`src/rtl/multicycle_control.sv`:
```
// Multicycle MIPS-style control FSM: Moore outputs per state, with mem_ready-qualified fetch and branch strobes.
// Memory waits stall in FETCH/MEMRD/MEMWR until mem_ready; an unsupported opcode parks in HALT until reset.
module multicycle_control (
  input  logic       clk,
  input  logic       reset,
  input  logic [5:0] opcode,
  input  logic       zero,
  input  logic       mem_ready,
  output logic       pc_write,
  output logic       ir_write,
  output logic       mem_read,
  output logic       mem_write,
  output logic       i_or_d,
  output logic       reg_write,
  output logic       reg_dst,
  output logic       mem_to_reg,
  output logic       alu_src_a,
  output logic [1:0] alu_src_b,
  output logic [1:0] alu_op,
  output logic [1:0] pc_source,
  output logic [3:0] state,
  output logic       illegal
);

  localparam logic [3:0] S_FETCH  = 4'd0;
  localparam logic [3:0] S_DECODE = 4'd1;
  localparam logic [3:0] S_MEMADR = 4'd2;
  localparam logic [3:0] S_MEMRD  = 4'd3;
  localparam logic [3:0] S_MEMWB  = 4'd4;
  localparam logic [3:0] S_MEMWR  = 4'd5;
  localparam logic [3:0] S_EXEC   = 4'd6;
  localparam logic [3:0] S_RWB    = 4'd7;
  localparam logic [3:0] S_BRANCH = 4'd8;
  localparam logic [3:0] S_JUMP   = 4'd9;
  localparam logic [3:0] S_HALT   = 4'd10;

  localparam logic [5:0] OP_RTYPE = 6'b000000;
  localparam logic [5:0] OP_LW    = 6'b100011;
  localparam logic [5:0] OP_SW    = 6'b101011;
  localparam logic [5:0] OP_BEQ   = 6'b000100;
  localparam logic [5:0] OP_BNE   = 6'b000101;
  localparam logic [5:0] OP_J     = 6'b000010;

  logic [3:0] state_q, state_d;
  logic [5:0] opcode_q, opcode_d;
  logic       illegal_q, illegal_d;

  always_ff @(posedge clk) begin
    if (reset) begin
      state_q   <= S_FETCH;
      opcode_q  <= 6'd0;
      illegal_q <= 1'b0;
    end else begin
      state_q   <= state_d;
      opcode_q  <= opcode_d;
      illegal_q <= illegal_d;
    end
  end

  // DECODE steers on the live opcode while capturing it; later states see only opcode_q.
  always_comb begin
    state_d   = state_q;
    opcode_d  = opcode_q;
    illegal_d = illegal_q;
    case (state_q)
      S_FETCH:  if (mem_ready) state_d = S_DECODE;
      S_DECODE: begin
        opcode_d = opcode;
        case (opcode)
          OP_LW, OP_SW:   state_d = S_MEMADR;
          OP_RTYPE:       state_d = S_EXEC;
          OP_BEQ, OP_BNE: state_d = S_BRANCH;
          OP_J:           state_d = S_JUMP;
          default: begin
            state_d   = S_HALT;
            illegal_d = 1'b1;
          end
        endcase
      end
      S_MEMADR: begin
        if (opcode_q == OP_LW)      state_d = S_MEMRD;
        else if (opcode_q == OP_SW) state_d = S_MEMWR;
        else                        state_d = S_FETCH;
      end
      S_MEMRD:  if (mem_ready) state_d = S_MEMWB;
      S_MEMWB:  state_d = S_FETCH;
      S_MEMWR:  if (mem_ready) state_d = S_FETCH;
      S_EXEC:   state_d = S_RWB;
      S_RWB:    state_d = S_FETCH;
      S_BRANCH: state_d = S_FETCH;
      S_JUMP:   state_d = S_FETCH;
      S_HALT:   state_d = S_HALT;
      default:  state_d = S_FETCH;
    endcase
  end

  // While reset is held the datapath sees an idle fetch, whatever state_q currently is.
  always_comb begin
    pc_write   = 1'b0;
    ir_write   = 1'b0;
    mem_read   = 1'b0;
    mem_write  = 1'b0;
    i_or_d     = 1'b0;
    reg_write  = 1'b0;
    reg_dst    = 1'b0;
    mem_to_reg = 1'b0;
    alu_src_a  = 1'b0;
    alu_src_b  = 2'b00;
    alu_op     = 2'b00;
    pc_source  = 2'b00;
    if (reset) begin
      mem_read  = 1'b1;
      alu_src_b = 2'b01;
    end else begin
      case (state_q)
        S_FETCH: begin
          mem_read  = 1'b1;
          alu_src_b = 2'b01;
          ir_write  = mem_ready;
          pc_write  = mem_ready;
        end
        S_DECODE: alu_src_b = 2'b11;
        S_MEMADR: begin
          alu_src_a = 1'b1;
          alu_src_b = 2'b10;
        end
        S_MEMRD: begin
          mem_read = 1'b1;
          i_or_d   = 1'b1;
        end
        S_MEMWB: begin
          reg_write  = 1'b1;
          mem_to_reg = 1'b1;
        end
        S_MEMWR: begin
          mem_write = 1'b1;
          i_or_d    = 1'b1;
        end
        S_EXEC: begin
          alu_src_a = 1'b1;
          alu_op    = 2'b10;
        end
        S_RWB: begin
          reg_write = 1'b1;
          reg_dst   = 1'b1;
        end
        S_BRANCH: begin
          alu_src_a = 1'b1;
          alu_op    = 2'b01;
          pc_source = 2'b01;
          pc_write  = ((opcode_q == OP_BEQ) && zero) || ((opcode_q == OP_BNE) && !zero);
        end
        S_JUMP: begin
          pc_source = 2'b10;
          pc_write  = 1'b1;
        end
        default: ;
      endcase
    end
  end

  assign state   = state_q;
  assign illegal = illegal_q;

endmodule

```
`config.mk`:
```
export PLATFORM = sky130hd
export DESIGN_NAME = multicycle_control
export DESIGN_NICKNAME = d
export VERILOG_FILES = /design/src/rtl/multicycle_control.sv
export SDC_FILE = /design/constraint.sdc
export NUM_CORES = 1
export LEC_CHECK = 0
export BUFFER_PORTS_ARGS = -buffer_cell sky130_fd_sc_hd__clkbuf_2
export CAP_MARGIN = 20
export CORE_AREA = 5 5 49 51
export CTS_BUF_LIST = sky130_fd_sc_hd__clkbuf_4
export DETAILED_ROUTE_END_ITERATION = 16
export DIE_AREA = 0 0 54 56
export HOLD_SLACK_MARGIN = 0.06
export PLACE_DENSITY = 0.69
export SETUP_SLACK_MARGIN = 0.02
export SLEW_MARGIN = 40
export SYNTH_ARGS = -nofsm -noshare
export SYNTH_HDL_FRONTEND = slang
export SYNTH_SLANG_ARGS = --single-unit
```
`constraint.sdc`:
```
create_clock -name clk -period 4.45 [get_ports clk]
set_input_delay 0.445 -clock clk [delete_from_list [all_inputs] [get_ports clk]]
set_output_delay 0.445 -clock clk [all_outputs]
set_load 0.1 [all_outputs]
```
### Word level (Yosys, flattened, before mapping)

Index checks and enable logic that the tools add are counted.

| storage, ports and cells | value |
|---|---|
| register bits | 11 |
| input port bits | 10 |
| output and inout bits | 20 |

| cells by class | value |
|---|---|
| equality and inequality tests | 22 |
| muxes and demuxes | 31 |
| bitwise gates (word level) | 1 |
| reduce and logical (&&, ||, !) cells | 15 |

Operators with widths:

| kind | number |
|---|---|
| 4-bit one-hot mux with 7 select lines | 1 |
| 6-bit by 3-bit == test with 1-bit output (second input constant) | 4 |
| 6-bit == test (second input constant) | 4 |
| 1-bit two-way mux | 17 |
| 4-bit by 3-bit == test with 1-bit output (second input constant) | 4 |
| 4-bit one-hot mux with 4 select lines | 1 |
| 4-bit == test (second input constant) | 3 |
| 4-bit two-way mux | 3 |
| 2-bit OR reduction | 5 |
| 4-bit by 2-bit == test with 1-bit output (second input constant) | 2 |
| 2-bit one-hot mux with 2 select lines | 2 |
| 6-bit by 2-bit == test with 1-bit output (second input constant) | 1 |
| 6-bit logical NOT | 1 |
| 2-bit two-way mux | 3 |
| 3-bit two-way mux | 2 |
| 2-bit inequality test (second input constant) | 3 |
| 2-bit one-hot mux with 3 select lines | 1 |
| 6-bit OR reduction | 1 |
| 4-bit by 1-bit == test with 1-bit output (second input constant) | 1 |
| 4-bit logical NOT | 1 |
| 1-bit one-hot mux with 3 select lines | 1 |
| 3-bit AND reduction | 1 |
| 3-bit OR reduction | 1 |
| 1-bit logical AND | 2 |
| other kinds (4) | 4 |

### Depth between registers and ports, before layout

Gate-level depths: netlist of run 1.

| logic depth | value |
|---|---|
| depth after elaboration | 5 |
| depth in mapped cells | 6 |

### Worst setup path before layout of run 1

OpenSTA, ideal clock, no wires.

| timing | value |
|---|---|
| path kind | reg2out |
| from | register state_q[1] (netlist: state[1]) |
| to | output port alu_src_b[1] |
| arrival | 4,245 ps |
| slack | -240 ps |
| cell stages (with the launch flop) | 4 |
| buffers on the path | 1 |
| cells stage by stage | dfxtp_1 > buf_2 > xnor2_1 > nor4_1 |

| on the way | value |
|---|---|
| cells in the longest elaborated chain, start to end | 3 |
| elaborated cells between the ends (all ways) | 5 |

RTL lines:

| element | RTL line | source |
|---|---|---|
| start: declaration | 44 | `logic [3:0] state_q, state_d;` |
| start signal: assignment | 54 | `state_q <= state_d;` |
| 4-bit by 2-bit == test with 1-bit output (tied with other cells) | 115 | `case (state_q)` |
| 2-bit one-hot mux with 3 select lines * | 115 |  |
| 2-bit two-way mux * | 111 | `if (reset) begin` |
| end: declaration | 18 | `output logic [1:0] alu_src_b,` |

Mark *: on every way between the ends. The rest lies on a longest branch, timed or not.

### Worst setup path after layout of run 1

| timing | value |
|---|---|
| from | register state_q[2] (netlist: state[2]) |
| to | output port reg_write |

| on the way | value |
|---|---|
| cells in the longest elaborated chain, start to end | 4 |
| elaborated cells between the ends (all ways) | 5 |

RTL lines:

| element | RTL line | source |
|---|---|---|
| 4-bit by 3-bit == test with 1-bit output | 115 |  |
| 2-bit OR reduction (no line) * | n/a |  |
| 1-bit two-way mux * | 115 |  |
| 1-bit two-way mux * | 111 |  |
| end: declaration | 14 | `output logic reg_write,` |

Marked as above.

==> impl_results.md, run 1 <==
* Status: finished clean
* CP Data Arrival Time at 2.06 ns
* Pwr Total at 0.000497 W
* R2R Path End: state[2]$_SDFFE_PP0P_
* Detailed-route via count at 899
* Number of global-route vias before repair at 810
* Critical Path Start: state[2]$_SDFFE_PP0P_
* RSZ-0062 raised after global routing: false
* Total CTS buffers at 3
* Routability cong. at about 0.84
* Post-DP HPWL at between 1500 and 2000 µm
* Nets@finish at roughly 150
* CTS tree: done
* First-pass GRT wire length at about 3600 µm
* Area of the multi-input gates at roughly 550 µm²
* Synth cell types at 38
* CP endpoint kind: primary output
* Main synth FF type: dfxtp_1
* CP max stage delay at around 0.63 ns
* Initial antenna violation count at 0
* DR iter-0 viols at 16
* Synthesized area per cell at 7.19 µm²
* Mapped cell area at ~830 µm²
* Final hold violation count at 0
* R2R setup slack at between 2 and 2.5 ns
* Worst setup SP type: register
* Global route total overflow at 0
* Total core area at around 1900 µm²
* Via density at about 5.5
* # diodes at 0
* Final Skew at 0.00244 ns
* Post-layout util at 0.519
* Final worst slack at ~1.9 ns
* Io pins at 30
* Initial core utilization at 0.435
* DR DRC count at 0
* Max Slew Vio Count at 0
* CP endpoint: reg_write
* Skew-Pair Late Insertion Delay at roughly 0.27 ns
* Cells after Synth at between 100 and 150
* Total GRT Usage at 0.154
* CP Max Fanout at 16
* Post-Syn Nets at roughly 130
* Slowest stage cell, crit path: dfxtp_1
* Async SR Flop Fraction at 0
* CTS max path bufs at 2
* Rel. slew slack at 0.578
* LEAKAGE at roughly 0.37 nW
* R2R Path Start: state[0]$_SDFFE_PP0P_
* H-Tree Depth at 1
* Root Driver: clkbuf_4
* Max-cap violations at 0
* Peak supply drop at about 250 µV
* Minimum clock period at ~2.5 ns
* CP Data Required Time at between 4 and 5 ns
* Die area at 3020 µm²
* FP Rows at 16
* Sequential cell area at between 200 and 250 µm²
* Fmax at roughly 0.4 GHz
* Routed WL at 2040 µm
* Synth warn at 0
* Final worst path period share at 0.563
* CP Class: reg2out
* Post-synth EDFFs at 0
* Die Height at 56 µm
* Setup violators final at 0
* Fillers at ~190
* Worst-margin pin slew at between 0.6 and 0.7 ns
* CTS Sinks at 11
* Cts repair resizes at 0
* Worst-case reg-to-reg path depth at 4
* Post-synthesis sequential area ratio at 0.266
* Post-route ant nets at 0
* Pwr dens at approximately 500 nW/µm²
* CP cell instances: inv_1 -> or2_2 -> nor2_1 -> or2_2 -> clkbuf_2
* CTS clk-pin slew, worst paths at ~0.07 ns
* Worst slack, placed at around 2.2 ns
* Synth Register Bits at 11
* Die Wd at approximately 54 µm
* Synthesis-to-layout area growth at 19.4%
* Worst Hold Class: in2reg
* Fraction of layout cells with a size suffix above 1 at 0.307
* Hold WS at about 0.46 ns
* Post-CTS setup buffers at 0
* Cts hold-fix bufs at 0
* Routed length per instance at 12.4 µm
* First-pass iteration count of the detailed router at 4
* Port bufs at 29
* Most Frequent Cell on Critical Path: or2_2
* Largest net degree at the start of global routing at 22
## registers in the layout (all words and copies together), names as in the netlist
signal,cells
state,4
opcode_q,6
illegal,1
## cell usage after synthesis, types with 3 or more instances
cell      number  area share
inv_1          3       0.014
nor3_1         7       0.042
nand2_1       15       0.068
clkbuf_1       5       0.023
nor3b_1        3       0.027
dfxtp_1       11        0.27
a21oi_1       12       0.073
nor2_1         9       0.041
or2_2          3       0.023
o21ai_0        3       0.018
nand2b_1       4       0.030
nor4_1         4       0.030
a31oi_1        4       0.030
## power by group
| group | internal (W) | total [W] | switching (W) |
|---|---|---|---|
| Sequential | 0.000114 | 0.000147 | 0.0000329 |
| Combinational | 0.0000595 | 0.000276 | 0.000216 |
| Clock | 0.0000408 | 0.0000738 | 0.0000330 |
## per-stage QoR
step                      TNS, ns  area, µm²  cells
after global routing            0        987    164
after CTS                       0        987    164
after floorplan            -0.240        837    115
after detailed placement        0        957    160
after global placement          0        957    160
final                           0        987    164
## cell families after synthesis
logic type	synth area share
simple gates	0.381
buf+inv	0.0847
xor+xnor	0.0318
flops	0.266
compound gates	0.236
## layout by cell type, fill, tap and decap left out, types with 2 or more instances in the layout
master     n
clkbuf_2  29
nor3_1     5
o311ai_0   2
xnor2_1    2
nand2_1   15
dfxtp_1   11
nor3_2     2
nor3b_1    3
nand2b_1   4
nand3_1    2
o21ai_0    3
a21oi_1   12
a31oi_1    4
inv_1      3
nor2b_1    2
nand3b_1   2
clkbuf_4   4
nor2_1     9
nor4_1     4
or2_2      3
## worst min-delay path by stage
stage | slack [ns] | cells past startpoint | from | end
2_1_floorplan | 0.45 | 2 | opcode_q[4]$_SDFFE_PP0P_ | opcode_q[4]$_SDFFE_PP0P_
3_3_place_gp | 0.46 | 2 | illegal$_SDFFE_PP0P_ | illegal$_SDFFE_PP0P_
3_5_place_dp | 0.45 | 2 | illegal$_SDFFE_PP0P_ | illegal$_SDFFE_PP0P_
4_1_cts | 0.45 | 3 | opcode[4] | opcode_q[4]$_SDFFE_PP0P_
5_1_grt | 0.46 | 3 | opcode[3] | opcode_q[3]$_SDFFE_PP0P_
6_report | 0.46 | 3 | opcode[4] | opcode_q[4]$_SDFFE_PP0P_
## worst max-delay path: cells and delay by family, from the launching register on
kind                   cells  cell delay [ns]
AND/OR/NAND/NOR            3             0.59
flip-flops                 1             0.63
buffers and inverters      2             0.56
## metal layers
layer  share of wire  vias to the layer above  GRT usage  routed length, µm
met1            0.46                      398      0.210                938
met3           0.079                        5     0.0241                161
met4           0.021                        0     0.0747                 42
met5               0                        -          0                  0
li1                -                      459          -                  -
met2            0.44                       37      0.228                899
## area by class of cell
cell class	count	share of cell area
repair buffers	29	0.147
clock buffers	4	0.0304
well taps	27	0.0342
multi-input cells	90	0.554
inverters	3	0.0114
flip-flops and latches	11	0.223
Power figures use the tool's default switching activity.
==> run 2, diff against run 1 <==
--- a/config.mk
+++ b/config.mk
@@ -5,14 +5,15 @@
 export SDC_FILE = /design/constraint.sdc
 export NUM_CORES = 1
 export LEC_CHECK = 0
+export ABC_AREA = 1
 export BUFFER_PORTS_ARGS = -buffer_cell sky130_fd_sc_hd__clkbuf_2
 export CAP_MARGIN = 20
-export CORE_AREA = 5 5 49 51
+export CORE_AREA = 5 5 48 50
 export CTS_BUF_LIST = sky130_fd_sc_hd__clkbuf_4
 export DETAILED_ROUTE_END_ITERATION = 16
-export DIE_AREA = 0 0 54 56
+export DIE_AREA = 0 0 53 55
 export HOLD_SLACK_MARGIN = 0.06
-export PLACE_DENSITY = 0.69
+export PLACE_DENSITY = 0.72
 export SETUP_SLACK_MARGIN = 0.02
 export SLEW_MARGIN = 40
 export SYNTH_ARGS = -nofsm -noshare
==> constraint.sdc (replaced) <==
create_clock -name clk -period 2.2 [get_ports clk]
set_input_delay 0.22 -clock clk [delete_from_list [all_inputs] [get_ports clk]]
set_output_delay 0.22 -clock clk [all_outputs]
set_load 0.1 [all_outputs]
==> impl_results.md, run 2 <==
* LEAKAGE at 0.534 nW (was 0.374 nW)
* Main synth FF type: dfxtp_1 (unchanged)
* DR iter-0 viols at 20 (was 16)
* Routability cong. at 0.872 (was 0.844)
* FP Rows at 16 (unchanged)
* Port bufs at 29 (unchanged)
* Total CTS buffers at 3 (unchanged)
* Die Wd at 53 µm (was 54 µm)
* CTS tree: done (unchanged)
* Max reg flops at 6 (unchanged)
* Worst Hold Class: in2reg (unchanged)
* Global route total overflow at 0 (unchanged)
* Via density at 4.97 (was 5.48)
* Leading cell type in the layout, fill and taps excluded: clkbuf_2 (unchanged)
* Die area at 2920 µm² (was 3020 µm²)
* Die Height at 55 µm (was 56 µm)
* Final hold violation count at 0 (unchanged)
* CP endpoint kind: primary output (unchanged)
* Fraction of layout cells with a size suffix above 1 at 0.411 (was 0.307)
* Top-area cell type share of the netlist area at 0.283 (was 0.266)
* Worst setup SP type: register (unchanged)
* Sequential cell area at 235 µm² (was 220 µm²)
* Synth top cells by count: 33 x nor2_1, 26 x nand2_1, 15 x inv_1 (was 15 x nand2_1, 12 x a21oi_1, 11 x dfxtp_1)
* RSZ-0062 raised after global routing: false (unchanged)
* Post-Syn Nets at 141 (was 125)
* DR DRC count at 0 (unchanged)
* Worst-margin pin slew at 0.545 ns (was 0.632 ns)
* Synthesis-to-layout area growth at 41.9% (was 19.4%)
* Cells after Synth at 131 (was 115)
* Status: finished clean (unchanged)
* Most frequent cells in the layout: 28 x clkbuf_2, 26 x nor2_1, 25 x nand2_1 (was 29 x clkbuf_2, 15 x nand2_1, 12 x a21oi_1)
* Total core area at 1860 µm² (was 1900 µm²)
* H-Tree Depth at 1 (unchanged)
* Mapped cell area at 777 µm² (was 827 µm²)
* Fmax at about 0.50 GHz
* Detailed-route via count at 944 (was 899)
* Largest Register: opcode_q (unchanged)
* Routed WL at 2160 µm (was 2040 µm)
* First-pass GRT wire length at 3570 µm (about the same)
* Placed Instance Area at 1070 µm² (was 957 µm²)
* Async SR Flop Fraction at 0 (unchanged)
* Synth warn at 0 (unchanged)
* Largest net degree at the start of global routing at 11 (was 22)
* Synth cell types at 22 (was 38)
* Nets@finish at 174 (was 148)
* Pwr Total at 0.00132 W (was 0.000497 W)
* Peak supply drop at 659 µV (was 253 µV)
* Skew-Pair Late Insertion Delay at 0.26 ns (was 0.27 ns)
* Count leader, synth: nor2_1 (was nand2_1)
* # diodes at 0 (unchanged)
* Pwr dens at 1200 nW/µm² (was 503 nW/µm²)
* Total GRT Usage at 0.168 (was 0.154)
* Post-synth top area cell: dfxtp_1 (unchanged)
* CTS max path bufs at 2 (unchanged)
* Minimum clock period at a little over 2 ns
* Setup violators final at 0 (unchanged)
* Post-DP HPWL at 1810 µm (was 1550 µm)
* Root Driver: clkbuf_4 (unchanged)
* Initial core utilization at 0.417 (was 0.435)
* Final worst path period share at 0.918
* Post-layout instance area at 1100 µm² (was 987 µm²)
* Max Slew Vio Count at 0 (unchanged)
* Area of the multi-input gates at 576 µm² (was 547 µm²)
* Synthesized area per cell at 5.93 µm² (was 7.19 µm²)
* CTS Sinks at 11 (unchanged)
* Number of global-route vias before repair at 895 (was 810)
* Rel. slew slack at 0.638 (was 0.578)
* Post-synth EDFFs at 0 (unchanged)
* CP Class: reg2out (unchanged)
* Cts hold-fix bufs at 0 (unchanged)
* Worst slack, placed at 0.466 ns (was 2.23 ns)
* First-pass iteration count of the detailed router at 4 (unchanged)
* Final worst slack at 0.181 ns (was 1.94 ns)
* Synth Register Bits at 11 (unchanged)
* CTS clk-pin slew, worst paths at 0.07 ns (about the same)
* Routed length per instance at 11.3 µm (was 12.4 µm)
* Final Skew at 0.00116 ns (was 0.00244 ns)
* CP Max Fanout at 7 (was 16)
* Synth area leaders: dfxtp_1 28%, nor2_1 16%, nand2_1 13% (was dfxtp_1 27%, a21oi_1 7.3%, nand2_1 6.8%)
* CP Data Required Time at 1.98 ns (was 4.01 ns)
* Setup TNS at 0 ns (unchanged)
* Post-route ant nets at 0 (unchanged)
* CP Data Arrival Time at 1.80 ns (was 2.06 ns)
* Post-CTS setup buffers at 0 (unchanged)
* Initial antenna violation count at 0 (unchanged)
* Max-cap violations at 0 (unchanged)
* Fillers at 200 (was 192)
* Cts repair resizes at 0 (unchanged)
* Io pins at 30 (unchanged)
* Post-synthesis sequential area ratio at 0.283 (was 0.266)
## run 2: cell types whose count changed in the layout (fill, tap and decap cells not counted), moves of 6 or more
cell,change
a21oi_1,-8
inv_1,+10
nand3_1,+6
nand2_1,+10
nor2_2,+9
nor2_1,+17
## run 2: cell type report
| type | instances | area share |
|---|---|---|
| Clock buffer | 4 | 0.0272 |
| Timing Repair Buffer | 30 | 0.141 |
| Inverter | 18 | 0.0658 |
| Sequential cell | 11 | 0.213 |
| Tap cell | 27 | 0.0306 |
| Multi-Input combinational cell | 100 | 0.522 |
## run 2: layer usage
metal / GRT usage / share of wire / vias up
li1: - / - / 487
met1: 0.193 / 0.43 / 424
met2: 0.291 / 0.48 / 29
met3: 0.0161 / 0.060 / 4
met4: 0.119 / 0.024 / 0
met5: 0 / 0 / -
## run 2: worst paths after layout
path                            depth (start not counted)                        to  slack [ns]                   from
worst min register to register                          2      illegal$_SDFFE_PP0P_        0.47   illegal$_SDFFE_PP0P_
worst max-delay path                                    6                 alu_src_a        0.18  state[0]$_SDFFE_PP0P_
worst min-delay path                                    3  opcode_q[0]$_SDFFE_PP0P_        0.24              opcode[0]
worst max register to register                          9     state[1]$_SDFFE_PP0P_        0.89  state[0]$_SDFFE_PP0P_
## run 2: logic make-up (layout without fill, tap and decap cells)
group	after synthesis	after routing	synth area share
AND/OR/NAND/NOR	84	84	0.499
buffers and inverters	20	52	0.108
flip-flops	11	11	0.283
AO/OA/AOI/OAI	16	16	0.109
## run 2: power breakdown
part / internal (W) / switching [W] / leakage [nW]
clock: 0.0000825 / 0.0000651 / 0.0184
sequential: 0.000262 / 0.0000597 / 0.0931
combinational: 0.000180 / 0.000668 / 0.422
## run 2: stage by stage
stage / utilization / hold WS [ns] / cells
final: 0.592 / 0.240 / 190
after global routing: 0.592 / 0.237 / 190
after CTS: 0.592 / 0.232 / 190
after detailed placement: 0.576 / 0.460 / 186
after global placement: 0.576 / 0.457 / 186
after floorplan: - / 0.385 / 131
## run 2: worst max-delay path: stages, from the launching register on
cell and delay (ns):
dfxtp_4 0.37, inv_1 0.13, nand2_1 0.12, nor2_2 0.16
inv_1 0.13, a31oi_4 0.16, clkbuf_2 0.47
